==> src/rtl/avalon_mm_pkg.sv <==
// Shared encodings for the two-master Avalon-MM arbiter: FSM states and response codes.
// Latency: n/a (types and constants only).
// Backpressure: n/a.
package avalon_mm_pkg;

    // Arbiter FSM: idle, or owning the slave on behalf of master 0 / master 1
    typedef enum logic [1:0] {
        IDLE  = 2'd0,
        BUSY0 = 2'd1,
        BUSY1 = 2'd2
    } arb_state_t;

    // Avalon-MM response codes
    localparam logic [1:0] RESP_OKAY   = 2'b00;
    localparam logic [1:0] RESP_SLVERR = 2'b10;

endpackage

==> src/rtl/avalon_mm_rr_arb.sv <==
// Two-input round-robin grant decision: on a tie the port that did not win last gets the grant.
// Latency: combinational, zero cycles.
// Backpressure: none; the caller only samples the grant while it is idle.
module avalon_mm_rr_arb (
    input  logic [1:0] req,
    input  logic       last_grant,
    output logic       grant_vld,
    output logic       grant
);

    // Single requester wins outright; a tie goes to the port opposite the last winner
    always_comb begin
        grant_vld = |req;
        grant     = 1'b0;
        case (req)
            2'b01:   grant = 1'b0;
            2'b10:   grant = 1'b1;
            2'b11:   grant = ~last_grant;
            default: grant = 1'b0;
        endcase
    end

endmodule

==> src/rtl/avalon_mm_arbiter_2.sv <==
// Two-master to one-slave Avalon-MM arbiter, round-robin, one transfer per grant.
// Latency: slave sees the command one cycle after the request is seen idle; one idle bubble between grants.
// Backpressure: granted master follows slave waitrequest, other master held with waitrequest=1.
// Optional watchdog AVALON_MM_ARB_TIMEOUT_EN forces SLVERR after TIMEOUT_CYCLES stalled cycles.
module avalon_mm_arbiter_2
    import avalon_mm_pkg::*;
#(
    parameter int ADDR_WIDTH       = 32,
    parameter int DATA_WIDTH       = 32,
    parameter int BYTEENABLE_WIDTH = DATA_WIDTH / 8,
    parameter int TIMEOUT_CYCLES   = 1024
) (
    input  logic                        clk,
    input  logic                        rst,

    input  logic [ADDR_WIDTH-1:0]       avalon_mm_in0_address,
    input  logic [BYTEENABLE_WIDTH-1:0] avalon_mm_in0_byteenable,
    input  logic                        avalon_mm_in0_read,
    input  logic                        avalon_mm_in0_write,
    input  logic [DATA_WIDTH-1:0]       avalon_mm_in0_writedata,
    output logic [DATA_WIDTH-1:0]       avalon_mm_in0_readdata,
    output logic [1:0]                  avalon_mm_in0_response,
    output logic                        avalon_mm_in0_waitrequest,

    input  logic [ADDR_WIDTH-1:0]       avalon_mm_in1_address,
    input  logic [BYTEENABLE_WIDTH-1:0] avalon_mm_in1_byteenable,
    input  logic                        avalon_mm_in1_read,
    input  logic                        avalon_mm_in1_write,
    input  logic [DATA_WIDTH-1:0]       avalon_mm_in1_writedata,
    output logic [DATA_WIDTH-1:0]       avalon_mm_in1_readdata,
    output logic [1:0]                  avalon_mm_in1_response,
    output logic                        avalon_mm_in1_waitrequest,

    output logic [ADDR_WIDTH-1:0]       avalon_mm_out_address,
    output logic [BYTEENABLE_WIDTH-1:0] avalon_mm_out_byteenable,
    output logic                        avalon_mm_out_read,
    output logic                        avalon_mm_out_write,
    output logic [DATA_WIDTH-1:0]       avalon_mm_out_writedata,
    input  logic [DATA_WIDTH-1:0]       avalon_mm_out_readdata,
    input  logic [1:0]                  avalon_mm_out_response,
    input  logic                        avalon_mm_out_waitrequest,

    output logic                        timeout_event
);

    // A watchdog below two cycles could not distinguish first stall from expiry
    if (TIMEOUT_CYCLES < 2) begin : g_bad_timeout
        $error("TIMEOUT_CYCLES must be at least 2");
    end

    arb_state_t state;
    logic       last_grant;
    logic [1:0] req;
    logic       grant_vld;
    logic       grant;
    logic       busy0;
    logic       busy1;
    logic       req_g;
    logic       timeout_hit;

    assign req = {avalon_mm_in1_read | avalon_mm_in1_write,
                  avalon_mm_in0_read | avalon_mm_in0_write};

    // Reset gates the busy decode so every output shows idle values while rst is high,
    // including the cycle in which rst first arrives mid-transfer.
    assign busy0 = (state == BUSY0) && !rst;
    assign busy1 = (state == BUSY1) && !rst;
    assign req_g = busy1 ? req[1] : req[0];

    avalon_mm_rr_arb u_rr_arb (
        .req        (req),
        .last_grant (last_grant),
        .grant_vld  (grant_vld),
        .grant      (grant)
    );

`ifdef AVALON_MM_ARB_TIMEOUT_EN
    localparam int CNT_W = (TIMEOUT_CYCLES > 2) ? $clog2(TIMEOUT_CYCLES) : 1;
    localparam logic [CNT_W-1:0] CNT_LAST = CNT_W'(TIMEOUT_CYCLES - 1);

    logic [CNT_W-1:0] stall_cnt;
    logic             leave_busy;

    // Expiry only matters while the master is still asking; a dropped request ends the grant anyway
    assign timeout_hit = (busy0 || busy1) && req_g && (stall_cnt == CNT_LAST);
    assign leave_busy  = !req_g || !avalon_mm_out_waitrequest || timeout_hit;

    // Count stalled busy cycles; cleared whenever the FSM changes state
    always_ff @(posedge clk) begin
        if (rst) begin
            stall_cnt <= '0;
        end else if (!(busy0 || busy1) || leave_busy) begin
            stall_cnt <= '0;
        end else if (avalon_mm_out_waitrequest) begin
            stall_cnt <= stall_cnt + 1'b1;
        end
    end

    assign timeout_event = timeout_hit;
`else
    assign timeout_hit   = 1'b0;
    assign timeout_event = 1'b0;
`endif

    // Grant FSM: idle -> busy on a grant, back to idle on completion, timeout or dropped request
    always_ff @(posedge clk) begin
        if (rst) begin
            state      <= IDLE;
            last_grant <= 1'b1;
        end else begin
            case (state)
                IDLE: begin
                    if (grant_vld) begin
                        state <= grant ? BUSY1 : BUSY0;
                    end
                end
                BUSY0: begin
                    if (!req[0]) begin
                        state <= IDLE;
                    end else if (!avalon_mm_out_waitrequest || timeout_hit) begin
                        state      <= IDLE;
                        last_grant <= 1'b0;
                    end
                end
                BUSY1: begin
                    if (!req[1]) begin
                        state <= IDLE;
                    end else if (!avalon_mm_out_waitrequest || timeout_hit) begin
                        state      <= IDLE;
                        last_grant <= 1'b1;
                    end
                end
                default: state <= IDLE;
            endcase
        end
    end

    // Command/response routing; the non-granted master sees a stalled, empty, OKAY port
    always_comb begin
        avalon_mm_out_address      = '0;
        avalon_mm_out_byteenable   = '0;
        avalon_mm_out_read         = 1'b0;
        avalon_mm_out_write        = 1'b0;
        avalon_mm_out_writedata    = '0;
        avalon_mm_in0_waitrequest  = 1'b1;
        avalon_mm_in0_readdata     = '0;
        avalon_mm_in0_response     = RESP_OKAY;
        avalon_mm_in1_waitrequest  = 1'b1;
        avalon_mm_in1_readdata     = '0;
        avalon_mm_in1_response     = RESP_OKAY;
        if (busy0) begin
            avalon_mm_out_address     = avalon_mm_in0_address;
            avalon_mm_out_byteenable  = avalon_mm_in0_byteenable;
            avalon_mm_out_read        = avalon_mm_in0_read;
            avalon_mm_out_write       = avalon_mm_in0_write;
            avalon_mm_out_writedata   = avalon_mm_in0_writedata;
            avalon_mm_in0_waitrequest = avalon_mm_out_waitrequest;
            avalon_mm_in0_readdata    = avalon_mm_out_readdata;
            avalon_mm_in0_response    = avalon_mm_out_response;
            if (timeout_hit) begin
                avalon_mm_out_read        = 1'b0;
                avalon_mm_out_write       = 1'b0;
                avalon_mm_in0_waitrequest = 1'b0;
                avalon_mm_in0_readdata    = '0;
                avalon_mm_in0_response    = RESP_SLVERR;
            end
        end else if (busy1) begin
            avalon_mm_out_address     = avalon_mm_in1_address;
            avalon_mm_out_byteenable  = avalon_mm_in1_byteenable;
            avalon_mm_out_read        = avalon_mm_in1_read;
            avalon_mm_out_write       = avalon_mm_in1_write;
            avalon_mm_out_writedata   = avalon_mm_in1_writedata;
            avalon_mm_in1_waitrequest = avalon_mm_out_waitrequest;
            avalon_mm_in1_readdata    = avalon_mm_out_readdata;
            avalon_mm_in1_response    = avalon_mm_out_response;
            if (timeout_hit) begin
                avalon_mm_out_read        = 1'b0;
                avalon_mm_out_write       = 1'b0;
                avalon_mm_in1_waitrequest = 1'b0;
                avalon_mm_in1_readdata    = '0;
                avalon_mm_in1_response    = RESP_SLVERR;
            end
        end
    end

endmodule

==> config.mk <==
export PLATFORM = sky130hd
export DESIGN_NAME = avalon_mm_arbiter_2
export DESIGN_NICKNAME = d
export VERILOG_FILES = /design/src/rtl/avalon_mm_pkg.sv /design/src/rtl/avalon_mm_rr_arb.sv /design/src/rtl/avalon_mm_arbiter_2.sv
export SDC_FILE = /design/constraint.sdc
export NUM_CORES = 1
export LEC_CHECK = 0
export BUFFER_PORTS_ARGS = -buffer_cell sky130_fd_sc_hd__buf_2
export CORE_AREA = 3 3 123 125
export DETAILED_ROUTE_END_ITERATION = 16
export DIE_AREA = 0 0 126 128
export HOLD_SLACK_MARGIN = 0.06
export PLACE_DENSITY = 0.43
export SETUP_SLACK_MARGIN = 0.5
export SYNTH_ARGS = -nofsm -noshare
export SYNTH_HDL_FRONTEND = slang
export SYNTH_SLANG_ARGS = --single-unit
==> constraint.sdc <==
create_clock -name clk -period 1.7 [get_ports clk]
set_input_delay 0.085 -clock clk [delete_from_list [all_inputs] [get_ports clk]]
set_output_delay 0.085 -clock clk [all_outputs]
set_load 0.01 [all_outputs]
---- Word level (Yosys, flattened, before mapping) ----
Cells that the tools add are included.
cells by class
  reductions and logical operators ........ 7
  bitwise gates (word level) .............. 3
  equality and inequality tests ........... 9
  multiplexer cells ....................... 31
operators by type and width
  cell                  number
  $mux W32              7
  $mux W2               8
  $mux W1               11
  $mux W4               2
  $eq A2 B2 Y1 const B  3
  $ne A2 B2 Y1 const B  3
  $pmux W2 S3           1
  $reduce_and A5 Y1     1
  $ne A2 B1 Y1 const B  2
  $pmux W1 S2           2
  $eq A2 B1 Y1 const B  1
  $logic_and A1 B1 Y1   2
  $logic_not A2 Y1      1
  $or A1 B1 Y1          2
  $reduce_bool A2 Y1    1
  $reduce_or A2 Y1      1
  $logic_not A1 Y1      1
  $not A1 Y1            1
word-level totals
  logic and storage cells ................. 52
  flip-flop bits (word level) ............. 3
  output and inout port bits .............. 141
  input port bits ......................... 177

---- Logic depth before layout (Yosys ltp) ----
Gate-level depths: netlist of run 1.
  depth after elaboration ................. 6
  gate-level depth with buffers ........... 6
  mapped depth without buffers ............ 3

---- Hierarchy ----
From an unflattened synthesis of run 1, not the netlist that was laid out.
unflattened totals
  cell total of the unflattened synthesis .. 185
  area, all modules ....................... 1386.3 sq um
by module, submodules not included
  module               times used  cells an instance  area an instance (sq um)  seq. area each (sq um)
  avalon_mm_arbiter_2  1           183                1372.6                    60.1
  avalon_mm_rr_arb     1           2                  13.8                      0.0

---- Least setup slack after synthesis of run 1 ----
Ideal clock, no wire load.
  path kind ............................... reg-to-output
  start ................................... reg state[1]
  end ..................................... out avalon_mm_out_address[0]
  path buffers ............................ 3
  arrival ................................. 1.162 ns
  cell stages (with the launch flop) ...... 7
  data required time ...................... 1.615 ns
  slack ................................... 0.453 ns
  path through ............................ dfxtp_1 nor2b_2 nor2b_4 buf_6 buf_6 buf_6 a22o_1
between the ends
  longest elaborated chain between the ends .. 4
  elaborated cells on any way between the ends .. 6
  those cells by class .................... eq/ne (2); mux (2); reduce/logical (2)
RTL lines
  what                    line                        source
  from (decl)             avalon_mm_arbiter_2.sv:51   arb_state_t state;
  from (signal assigned)  avalon_mm_arbiter_2.sv:114  state <= grant ? BUSY1 : BUSY0;
  $eq A2 B2 Y1            avalon_mm_arbiter_2.sv:67   assign busy1 = (state == BUSY1) && !rst;
  $logic_and A1 B1 Y1     avalon_mm_arbiter_2.sv:67
  $mux W32                avalon_mm_arbiter_2.sv:167  end else if (busy1) begin
  $mux W32 (*)            avalon_mm_arbiter_2.sv:151  if (busy0) begin
  to (decl)               avalon_mm_arbiter_2.sv:34   output logic [ADDR_WIDTH-1:0] avalon_mm_out_address,
Every way passes the cells marked *; elsewhere a longest branch is shown, timed or not.

---- Final worst setup path of run 1 ----
  start ................................... reg state[1]
  end ..................................... out avalon_mm_in0_readdata[28]
between the ends
  longest elaborated chain between the ends .. 3
RTL lines
  what                 line                        source
  $eq A2 B1 Y1         avalon_mm_arbiter_2.sv:66   assign busy0 = (state == BUSY0) && !rst;
  $logic_and A1 B1 Y1  avalon_mm_arbiter_2.sv:66
  $mux W32             avalon_mm_arbiter_2.sv:151
  to (decl)            avalon_mm_arbiter_2.sv:21   output logic [DATA_WIDTH-1:0] avalon_mm_in0_readdata,
Every way passes these cells.

==> results of run 1 <==
## cell families after synthesis
group	after synthesis	synth area share, %
and+or+nand+nor	84	36.6
DFF	3	4.26
AOI/OAI and AO/OA	76	46.5
other	1	0.266
buffers and inverters	25	12.4
## per-layer routing
metal,vias to the layer above,track usage [%],wire [um]
met5,-,0,0
met4,0,2.59,223
li1,1373,-,-
met3,16,2.50,1310
met2,213,25.1,7210
met1,1371,16.2,4920
## cell type report
cell class	count	share of cell area [%]
inverter	1	0.0853
multi-input combinational	161	30.0
clock buffer	4	1.79
timing repair buffer	350	61.6
tap	180	5.12
sequential	3	1.48
## critical path, delay by kind of cell (launching register included)
kind / cells / cell delay (ns)
and+or+nand+nor: 3 / 0.43
DFF: 1 / 0.33
buffers and inverters: 4 / 0.57
## metrics by stage
step	cell area (sq um)	hold WS (ns)	setup TNS (ns)
3_5_place_dp	3140	0.354	0
2_1_floorplan	1430	0.156	0
6_report	4400	0.122	0
3_3_place_gp	3140	0.343	0
5_1_grt	4400	0.159	-0.101
4_1_cts	3690	0.125	0
## flip-flops by register name (all words and copies together) (netlist names)
| name | flops |
|---|---|
| last_grant | 1 |
| state | 2 |
## cells in the mapped netlist, drive strengths merged
master,n,area [sq um]
nor3,1,5.00
clkbuf,3,15.0
nor2b,2,22.5
a22o,70,613
a31oi,1,6.26
conb,1,3.75
or2,1,6.26
nor4,1,6.26
and2,68,425
a21oi,1,5.00
inv,1,3.75
nand2b,2,12.5
a221oi,1,8.76
nand3,2,10.0
buf,21,156
nand2,3,11.3
o31ai,1,7.51
o21ai,1,5.00
nor2,4,17.5
o211a,1,10.0
dfxtp,3,60.1
## timing repair
action                                  CTS  global route
resized for setup                        17           124
endpoints found under the setup margin  140           140
gates cloned                             10             9
hold buffers                              0             0
setup buffers                            10             1
pin swaps                                 6            49
## final timing paths
| path | from | to | slack (ns) | depth (start not counted) |
|---|---|---|---|---|
| setup / recovery | state[1]$_SDFFE_PP0P_ | avalon_mm_in0_readdata[28] | 0.05 | 7 |
| hold reg to reg | last_grant$_SDFFE_PP1P_ | last_grant$_SDFFE_PP1P_ | 0.46 | 2 |
| setup reg to reg | state[1]$_SDFFE_PP0P_ | state[1]$_SDFFE_PP0P_ | 0.67 | 4 |
| hold / removal | avalon_mm_out_waitrequest | last_grant$_SDFFE_PP1P_ | 0.12 | 3 |
## power by group through the flow
| stage | clock network [W] | registers (W) | logic, W |
|---|---|---|---|
| floorplan | 0 | 0.0000860 | 0.000363 |
| global placement | 0 | 0.0000875 | 0.000780 |
| detailed placement | 0 | 0.0000876 | 0.000784 |
| CTS | 0.000377 | 0.0000887 | 0.000990 |
| global route | 0.000388 | 0.0000901 | 0.00129 |
| finish | 0.000374 | 0.0000895 | 0.00121 |
==> results, run 1 <==
- For this configuration, the core starts out at a cell density of 10.1%.
- The count of maximum capacitance violations is 0.
- The number of antenna violations at the first check in global routing is 0.
- Row generation in the floorplan step produced 43 rows.
- The worst-case vdd ir drop is 244 uV.
- The hold violation total from the final report is 0.
- CTS built an H-tree with a depth of 1.
- The routed design has 13700 um of wire.
- Setup repair after global routing could not meet its margin everywhere.
- The internal portion of total power is 0.00109 W.
- The data arrival time at the worst-slack endpoint is 1.56 ns.
- The final number of max-transition violations came to 0.
- The height of the chip is 128 um.
- The part of the Yosys area used for sequential elements is 4.26%.
- In this run, placement finished with an instance count of 665.
- The worst stage delay on the critical path is 0.33 ns.
- The number of I/O port buffers is 316.
- The final layout contains 697 nets.
- In this run the power spent charging and discharging nets is 0.000578 W.
- The number of clock buffers added by TritonCTS is 3.
- The overall die area is 0.0161 sq mm.
- The first global-routing pass estimated 16900 um of wire.
- The share of cells above drive strength 1 is 78.2%.
- The multi-input combinational cells in the finished layout cover a total of 0.00132 sq mm.
- The die is 126 um wide.
- In this run the power density over the cells is 379 mW/mm^2.
- The highest clock frequency the design can meet is 0.607 GHz.
- The clock period minus worst slack is 1.65 ns.
- The number of fill cells is 1493.
- The part of the cycle the worst path needs is 96.9%.
- The number of standard cells in the final layout excluding fillers is 699.
- In this run the remaining antenna-violating nets after routing total 0.
- The region available for standard cell placement spans 0.0140 sq mm.
- The post-DP HPWL is 8640 um.
- Yosys printed 0 warnings.
- The clock root buffer is sky130_fd_sc_hd__clkbuf_16.
- The worst clock skew is 0.00196 ns.
- In the post-route analysis, the smallest setup slack over all paths is 0.0521 ns.
- The synthesized netlist occupies a cell area of 0.00141 sq mm.
- Net switching is 34.6% of the power.
- STA puts the critical path data required time at 1.62 ns.
- Setup violations remaining at the end of the flow were counted as 0.
- The largest net degree at the start of global routing is 51.
- The clock latency on the worst-skew pair is 0.22 ns.
- The per-cell routed wire length is 19.5 um.
- In this run the count of I/O pins placed on the die edge is 318.
- The number of library cell types mapped by synthesis is 26.
- The largest buffer count on any clock path is 2.
- Global routing finished with a remaining overflow of 0.
- The critical path capture point type is an output pin.
- The critical setup path kind is flip-flop to output pin.
- Of the total power, the clock network draws 22.4%.
- The relative contribution of sequential cells to total power is 5.4%.
- The number of iterations in the first detailed-routing pass is 4.
- In this run, the combinational gates consume 72.3% of the power.
- The area taken by flip-flops and latches is 65.1 sq um.
- The kind of start point of the critical path is a flip-flop.
- The run finished with clean final reports.
- Before CTS, the worst setup slack after placement is 0.259 ns.
- The via count of the routed design is 2973.
- Overall power consumption after layout is estimated at 0.00167 W.
- The via count of the first global-routing pass is 2849.
- The overall global routing resource usage is 13.5%.
- The initial detailed-routing violation count is 50.
- The layout overhead on the synthesized area is 212%.
- The flop and latch count out of synthesis is 3.
- The critical path goes through nand2b_4 > nor2_4 > buf_12 > buf_12 > clkbuf_16 > and2_4 > buf_6.
- Leaving out fill and tap cells, the most frequent cell in the layout is sky130_fd_sc_hd__buf_2.
- Using the TritonRoute via totals, the vias-per-cell ratio works out to 4.25.
- The weighted congestion at the end of routability-driven global placement is 0.757.
- The library cells used most frequently in the layout, excluding fill and tap cells, are sky130_fd_sc_hd__buf_2, sky130_fd_sc_hd__a22o_1, sky130_fd_sc_hd__buf_6.
- Synthesis produced a netlist with a net count of 366.
- The average cell area after synthesis is 7.47 sq um.
- TritonCTS built the clock tree.
- The cell type with the highest occurrence count on the critical path is sky130_fd_sc_hd__buf_12.
- The leakage power of the design is 2.45 nW.
- At the end of the flow the core is filled with cells to 31.5%.
- The DRC violation count after routing is 0.
- 0 antenna diodes ended up in the layout.
- The slowest stage of the critical path is the sky130_fd_sc_hd__dfxtp_2 cell.
- Clock-pin slew was measured on the worst setup and hold paths at 0.03 ns.
- For this design, the sink count on the clock tree is 3.
- The gate count of the mapped netlist is 189.
- In this run the worst hold path is classified as input port to flip-flop.
- Of all nets on the critical path, the largest fanout is 8.
Note: power is estimated with default switching activity, not from simulation.
==> run 2: changes to the inputs <==
BUFFER_PORTS_ARGS = -buffer_cell sky130_fd_sc_hd__clkbuf_2   (was -buffer_cell sky130_fd_sc_hd__buf_2)
==> results, run 2 (same netlist as run 1, synthesis figures left out) <==
- The DRC violation count after routing came to 0 (unchanged).
- The worst stage delay on the critical path is 0.32 ns (about the same).
- The largest buffer count on any clock path is 2 (unchanged).
- The endpoint identified for the worst register-to-register timing path is state[0]$_SDFFE_PP0P_.
- The largest net degree at the start of global routing is 45 (-12%).
- The library cells used most frequently in the layout, excluding fill and tap cells, are sky130_fd_sc_hd__clkbuf_2, sky130_fd_sc_hd__a22o_1, sky130_fd_sc_hd__and2_1.
- The kind of start point of the critical path is a flip-flop.
- The number of antenna violations at the first check in global routing is 0 (unchanged).
- The CTS tree is done.
- The slowest stage of the critical path belongs to the cell sky130_fd_sc_hd__dfxtp_2.
- Walking the worst path, the cells encountered are nor2b_4 > nor2b_4 > buf_12 > buf_12 > clkbuf_16 > a22o_1 > buf_2.
- The hold path startpoint is avalon_mm_out_waitrequest.
- The data arrival time at the worst-slack endpoint is 1.55 ns (about the same).
- The smallest hold slack is 0.132 ns (+0.00927 ns).
- The clock network fraction of design power is 26.3% (+3.9 points).
- The post-route setup TNS is 0 ns (unchanged).
- The number of I/O port buffers is 316 (unchanged).
- The weighted congestion at the end of routability-driven global placement is 0.734 (-3.0%).
- The per-cell routed wire length is 18.7 um (-4.5%).
- The number of iterations in the first detailed-routing pass is 4 (unchanged).
- The count of maximum capacitance violations came to 0 (unchanged).
- The setup path with the least slack is of type flip-flop to output pin.
- The launching point of the worst reg2reg path is state[1]$_SDFFE_PP0P_.
- The final-stage net count came to 691 (-0.86%).
- The highest clock frequency the design can meet was 0.610 GHz (+0.52%).
- The data required time of the worst path is 1.62 ns (about the same).
- The depth of the worst register-to-register path is 5 (+1).
- The starting density of the core is 10.1% (unchanged).
- The share of cells above drive strength 1 was 70.6% (-7.7 points).
- The number of flip-flops under the largest register name is 2 (unchanged).
- The CTS buffer count is 3 (unchanged).
- The H-tree depth reported by CTS is 1 (unchanged).
- The per-cell via count in the routed design is 4.17 (-2.0%).
- The switching share of power is 36.4% (+1.8 points).
- The clock period minus worst slack is 1.64 ns (-0.00860 ns).
- The overall global routing resource usage is 13.6% (+0.076 points).
- The I/O pin count is 318 (unchanged).
- The overall power came to 0.00146 W (-13%).
- The overall die area is 0.0161 sq mm (unchanged).
- The combinational fraction of design power is 67.6% (-4.7 points).
- The biggest fanout along the worst timing path is 7 (-1).
- The first-pass GRT wire length is 17100 um (+1.5%).
- The depth of the worst hold-timing path is 3 (unchanged).
- Relative to the synthesized area, the layout overhead comes to 168%.
- The final global-route overflow total is 0 (unchanged).
- The clock latency on the worst-skew pair is 0.23 ns (about the same).
- The number of placed instances with taps included is 665 (unchanged).
- The via count of the routed design came to 2890 (-2.8%).
- The power density of the placed cells is 385 mW/mm^2 (+1.6%).
- The total wire length came to 12900 um (-5.3%).
- The residual antenna-violating net count after detailed routing is 0 (unchanged).
- The relative contribution of sequential cells to total power was 6.1% (+0.7 points).
- The class of the worst hold path is input port to flip-flop.
- The via count of the first global-routing pass came to 2936 (+3.1%).
- The core box area is 0.0140 sq mm (unchanged).
- The final number of max-transition violations is 0 (unchanged).
- STA classifies the critical path endpoint as an output pin.
- The switching power is 0.000530 W (-8.4%).
- The register clock-pin slew on the reported worst setup and hold paths came to 0.03 ns (about the same).
- The total of endpoints with negative setup slack in the final report is 0 (unchanged).
- The clock root buffer is sky130_fd_sc_hd__clkbuf_16.
- The worst-case vdd ir drop was 245 uV (+0.49%).
- The initial detailed-routing violation count was 73 (+46%).
- The flow ran to the end, and the final reports show no timing, DRC or antenna violations.
- The register-to-register setup slack is 0.54 ns (-0.13 ns).
- The register with the most flip-flops is state.
- The hold buffer count at CTS was 0 (unchanged).
- The CTS sink count is 3 (unchanged).
- Setup repair after global routing could not meet its margin everywhere.
- The library cell used most frequently in the layout, excluding fill and tap cells, is sky130_fd_sc_hd__clkbuf_2.
- The height of the chip is 128 um (unchanged).
- The floorplan row count came to 43 (unchanged).
- The part of the cycle the worst path needs came to 96.4% (-0.51 points).
- The diode insertion count for antenna repair is 0 (unchanged).
- The x dimension of the die is 126 um (unchanged).
- The largest registers in the layout are state (2), last_grant (1).
- The hold violation total from the final report is 0 (unchanged).
- The internal portion of total power is 0.000925 W (-15%).
- The number of standard cells in the final layout excluding fillers is 693 (-0.86%).
- The leakage power of the design is 2.22 nW (-9.1%).
- The post-DP HPWL is 9010 um (+4.3%).
- The worst clock skew is 0.00470 ns (+0.00273 ns).
- The worst min-delay path endpoint is last_grant$_SDFFE_PP1P_.
[run 2: cell types whose count changed in the layout (fill, tap and decap cells not counted), moves of 2 or more]
cell and change:
sky130_fd_sc_hd__and2_1 +36, sky130_fd_sc_hd__and2_4 -36, sky130_fd_sc_hd__buf_12 -3, sky130_fd_sc_hd__buf_16 -3, sky130_fd_sc_hd__buf_2 -220, sky130_fd_sc_hd__buf_4 +4, sky130_fd_sc_hd__buf_6 -46, sky130_fd_sc_hd__buf_8 -2
sky130_fd_sc_hd__clkbuf_16 -4, sky130_fd_sc_hd__clkbuf_2 +268
[run 2: power by group through the flow]
stage / registers (W) / clock network [W] / logic [W]
after global routing: 0.0000903 / 0.000391 / 0.00106
after global placement: 0.0000868 / 0 / 0.000786
after floorplan: 0.0000860 / 0 / 0.000363
after CTS: 0.0000885 / 0.000380 / 0.000930
final: 0.0000886 / 0.000383 / 0.000983
after detailed placement: 0.0000876 / 0 / 0.000788
[run 2: final cells by class]
cell class                      count  area (sq um)
Fill cell                        1552         10200
Inverter                            1          3.75
Sequential cell                     3          65.1
Tap cell                          180           225
Clock buffer                        4          78.8
Multi-Input combinational cell    161          1210
Timing Repair Buffer              344          2190
[run 2: timing repair]
action / CTS / global route
pin swaps: 1 / 21
buffers inserted: 9 / 2
gates resized for setup: 11 / 69
endpoints found under the setup margin: 140 / 140
cloned: 8 / 5
[run 2: worst max-delay path, delay by kind of cell, from the launching register on]
kind | cells | cell delay (ns)
AO/OA/AOI/OAI | 1 | 0.18
AND/OR/NAND/NOR | 2 | 0.24
buffers and inverters | 4 | 0.58
flip-flops | 1 | 0.32
[run 2: how the worst max path moves through the flow]
stage | from | endpoint | slack [ns] | cells after the start
final | state[1]$_SDFFE_PP0P_ | avalon_mm_out_writedata[19] | 0.06 | 7
after global routing | state[1]$_SDFFE_PP0P_ | avalon_mm_out_writedata[11] | 0.004 | 6
after CTS | state[0]$_SDFFE_PP0P_ | avalon_mm_in1_readdata[23] | 0.06 | 7
after detailed placement | state[1]$_SDFFE_PP0P_ | avalon_mm_out_address[8] | 0.26 | 5
after global placement | state[1]$_SDFFE_PP0P_ | avalon_mm_out_address[8] | 0.29 | 5
after floorplan | state[1]$_SDFFE_PP0P_ | avalon_mm_out_address[0] | 0.48 | 6
[run 2: stage by stage]
step,setup WS (ns),util (%),instance area [sq um]
detailed placement,0.264,22.4,3140
global route,0.00400,27.0,3780
CTS,0.0642,25.5,3570
global placement,0.295,22.4,3140
floorplan,0.483,-,1430
finish,0.0607,27.0,3780
[run 2: routing by layer]
layer / routed length (um) / part of all wire, % / global-route usage (%) / up-vias
met3: 1080 / 8.3 / 2.63 / 6
li1: - / - / - / 1356
met4: 89 / 0.69 / 2.15 / 0
met2: 6600 / 51 / 24.8 / 196
met5: 0 / 0 / 0 / -
met1: 5160 / 40 / 16.8 / 1332
==> run 3: changes to the inputs <==
PLACE_DENSITY = unset   (was 0.43)
==> results, run 3 (same netlist as run 1, synthesis figures left out) <==
- The per-cell via count in the routed design is 4.22 (+1.1%).
- The I/O pin count is 318 (unchanged).
- Setup repair after global routing could not meet its margin everywhere.
- The number of antenna violations at the first check in global routing is 0 (unchanged).
- The via count of the first global-routing pass is 2875 (-2.1%).
- The total wire length came to 14400 um (+11%).
- The highest clock frequency the design can meet is 0.608 GHz (-0.31%).
- The overall die area is 0.0161 sq mm (unchanged).
- state holds more flip-flops than any other register.
- The worst-case vdd ir drop is 201 uV (-18%).
- The CTS buffer count is 3 (unchanged).
- The critical setup path kind is flip-flop to output pin.
- The core box area is 0.0140 sq mm (unchanged).
- The final-stage net count came to 693 (+0.29%).
- The worst hold path belongs to the class input port to flip-flop.
- The number of buffers and inverters on the critical path is 4 (unchanged).
- The kind of start point of the critical path is a flip-flop.
- The number of I/O port buffers is 316 (unchanged).
- The worst setup margin is 0.0556 ns (-0.00505 ns).
- The total of endpoints with negative setup slack in the final report is 0 (unchanged).
- Clock tree synthesis selected as its root buffer the cell sky130_fd_sc_hd__clkbuf_16.
- The H-tree depth reported by CTS was 1 (unchanged).
- The part of the cycle the worst path needs is 96.7% (+0.30 points).
- The hold violation total from the final report came to 0 (unchanged).
- The data arrival time at the worst-slack endpoint is 1.56 ns (about the same).
- The initial detailed-routing violation count came to 65 (-11%).
- The critical path capture point type is an output pin.
- The starting density of the core is 10.1% (unchanged).
- The biggest fanout along the worst timing path came to 7 (unchanged).
- The clock latency on the worst-skew pair came to 0.22 ns (about the same).
- The via count of the routed design came to 2931 (+1.4%).
- The share of cells above drive strength 1 came to 79.0% (+8.5 points).
- The first-pass GRT wire length is 17600 um (+3.0%).
- The count of maximum capacitance violations came to 0 (unchanged).
- The diode insertion count for antenna repair is 0 (unchanged).
- The worst clock skew is 0.000476 ns (-0.00422 ns).
- The DRC violation count after routing is 0 (unchanged).
- The weighted congestion at the end of routability-driven global placement came to 0.727 (-0.87%).
- Traced cell by cell, the critical path runs through nor2b_4 > nor2b_4 > buf_6 > buf_12 > clkbuf_16 > a22o_1 > buf_2.
- The CTS sink count is 3 (unchanged).
- The top cell types in the final layout, fill and taps aside, are sky130_fd_sc_hd__clkbuf_2, sky130_fd_sc_hd__a22o_1, sky130_fd_sc_hd__buf_6.
- The data required time of the worst path is 1.62 ns (about the same).
- The final number of max-transition violations was 0 (unchanged).
- The post-placement worst setup slack is 0.225 ns (-0.0393 ns).
- The number of flip-flops under the largest register name came to 2 (unchanged).
- The cell type with the highest occurrence count on the critical path is sky130_fd_sc_hd__nor2b_4.
- The residual antenna-violating net count after detailed routing came to 0 (unchanged).
- Among cell families on the critical path, the largest total delay comes from buffers and inverters.
- The CTS tree is done.
- The area growth from synthesis to layout is 203%.
- The most common cell after layout, fill and taps aside is sky130_fd_sc_hd__clkbuf_2.
- The post-DP HPWL is 9010 um (about the same).
- The smallest hold slack came to 0.141 ns (+0.00970 ns).
- The number of iterations in the first detailed-routing pass is 4 (unchanged).
- The height of the chip is 128 um (unchanged).
- The area taken by flip-flops and latches is 65.1 sq um (unchanged).
- The clock period minus worst slack is 1.64 ns (+0.00505 ns).
- The final global-route overflow total was 0 (unchanged).
- The flow ran to the end, and the final reports show no timing, DRC or antenna violations.
- The core occupancy in the finished layout is 30.6% (+3.6 points).
- The post-route setup TNS is 0 ns (unchanged).
- The largest registers in the layout are state (2), last_grant (1).
- The number of fill cells is 1504 (-3.1%).
- The overall global routing resource usage is 14.5% (+0.95 points).
- The x dimension of the die came to 126 um (unchanged).
- The leakage power of the design came to 2.41 nW (+8.2%).
- On the critical path, the stage with the largest delay is an instance of sky130_fd_sc_hd__dfxtp_2.
- The worst stage delay on the critical path is 0.32 ns (about the same).
- The hold buffer count at CTS is 0 (unchanged).
- The register clock-pin slew on the reported worst setup and hold paths is 0.03 ns (about the same).
- The largest buffer count on any clock path came to 2 (unchanged).
- The area of the multi-input gates is 0.00134 sq mm (+10%).
- The per-cell routed wire length is 20.7 um (+11%).
- The floorplan row count is 43 (unchanged).
- The power density of the placed cells came to 375 mW/mm^2 (-2.7%).
- The largest net degree at the start of global routing is 30 (-33%).
==> run 3: cell count changes in the layout (fill, tap and decap cells not counted), moves of 4 or more <==
cell / delta
sky130_fd_sc_hd__and2_1: -40
sky130_fd_sc_hd__clkbuf_4: +4
sky130_fd_sc_hd__buf_4: -4
sky130_fd_sc_hd__and2_4: +40
sky130_fd_sc_hd__buf_6: +39
sky130_fd_sc_hd__clkbuf_2: -45
==> run 3: final cells by class <==
type                            count  area share (%)
Tap cell                          180            5.26
Clock buffer                        4            1.84
Timing Repair Buffer              346            60.0
Multi-Input combinational cell    161            31.3
Inverter                            1          0.0876
Sequential cell                     3            1.52
==> run 3: repair_timing <==
item                                   4_1_cts  5_1_grt
pin swaps                                    4       53
setup endpoints to repair                  140      140
endpoints found under the hold margin        0        0
resized for setup                           30      184
gates cloned                                11        5
setup buffers                                9        1
==> run 3: power breakdown <==
group          switching (W)  internal [W]  leakage (nW)
clock              0.0000628      0.000309        0.0382
sequential        0.00000911     0.0000792        0.0257
combinational       0.000502      0.000644          2.34
total               0.000574       0.00103          2.41
==> run 3: metrics by stage <==
step,instances,total power [W],cell area [sq um]
floorplan,189,0.000449,1430
global placement,665,0.000882,3140
detailed placement,665,0.000884,3140
CTS,689,0.00148,3720
global route,695,0.00170,4280
finish,695,0.00161,4280
==> run 3: worst paths after layout <==
check | start | end | slack, ns | cells past startpoint
worst max-delay path | state[1]$_SDFFE_PP0P_ | avalon_mm_out_writedata[21] | 0.06 | 7
worst min-delay path | avalon_mm_out_waitrequest | last_grant$_SDFFE_PP1P_ | 0.14 | 3
worst max register to register | state[1]$_SDFFE_PP0P_ | last_grant$_SDFFE_PP1P_ | 0.69 | 4
worst min register to register | last_grant$_SDFFE_PP1P_ | last_grant$_SDFFE_PP1P_ | 0.45 | 2
==> run 3: per-layer routing <==
layer | global-route usage [%] | routed length, um | up-vias
met2 | 27.2 | 7280 | 215
met1 | 17.6 | 5450 | 1342
li1 | - | - | 1357
met3 | 2.58 | 1320 | 17
met5 | 0 | 0 | -
met4 | 2.27 | 308 | 0
==> run 3: worst register-to-register path, cell delays in order (launching register included) <==
cell	delay, ns
sky130_fd_sc_hd__dfxtp_2	0.32
sky130_fd_sc_hd__nand2b_4	0.15
sky130_fd_sc_hd__buf_4	0.14
sky130_fd_sc_hd__o31ai_1	0.21
sky130_fd_sc_hd__nand2_1	0.08
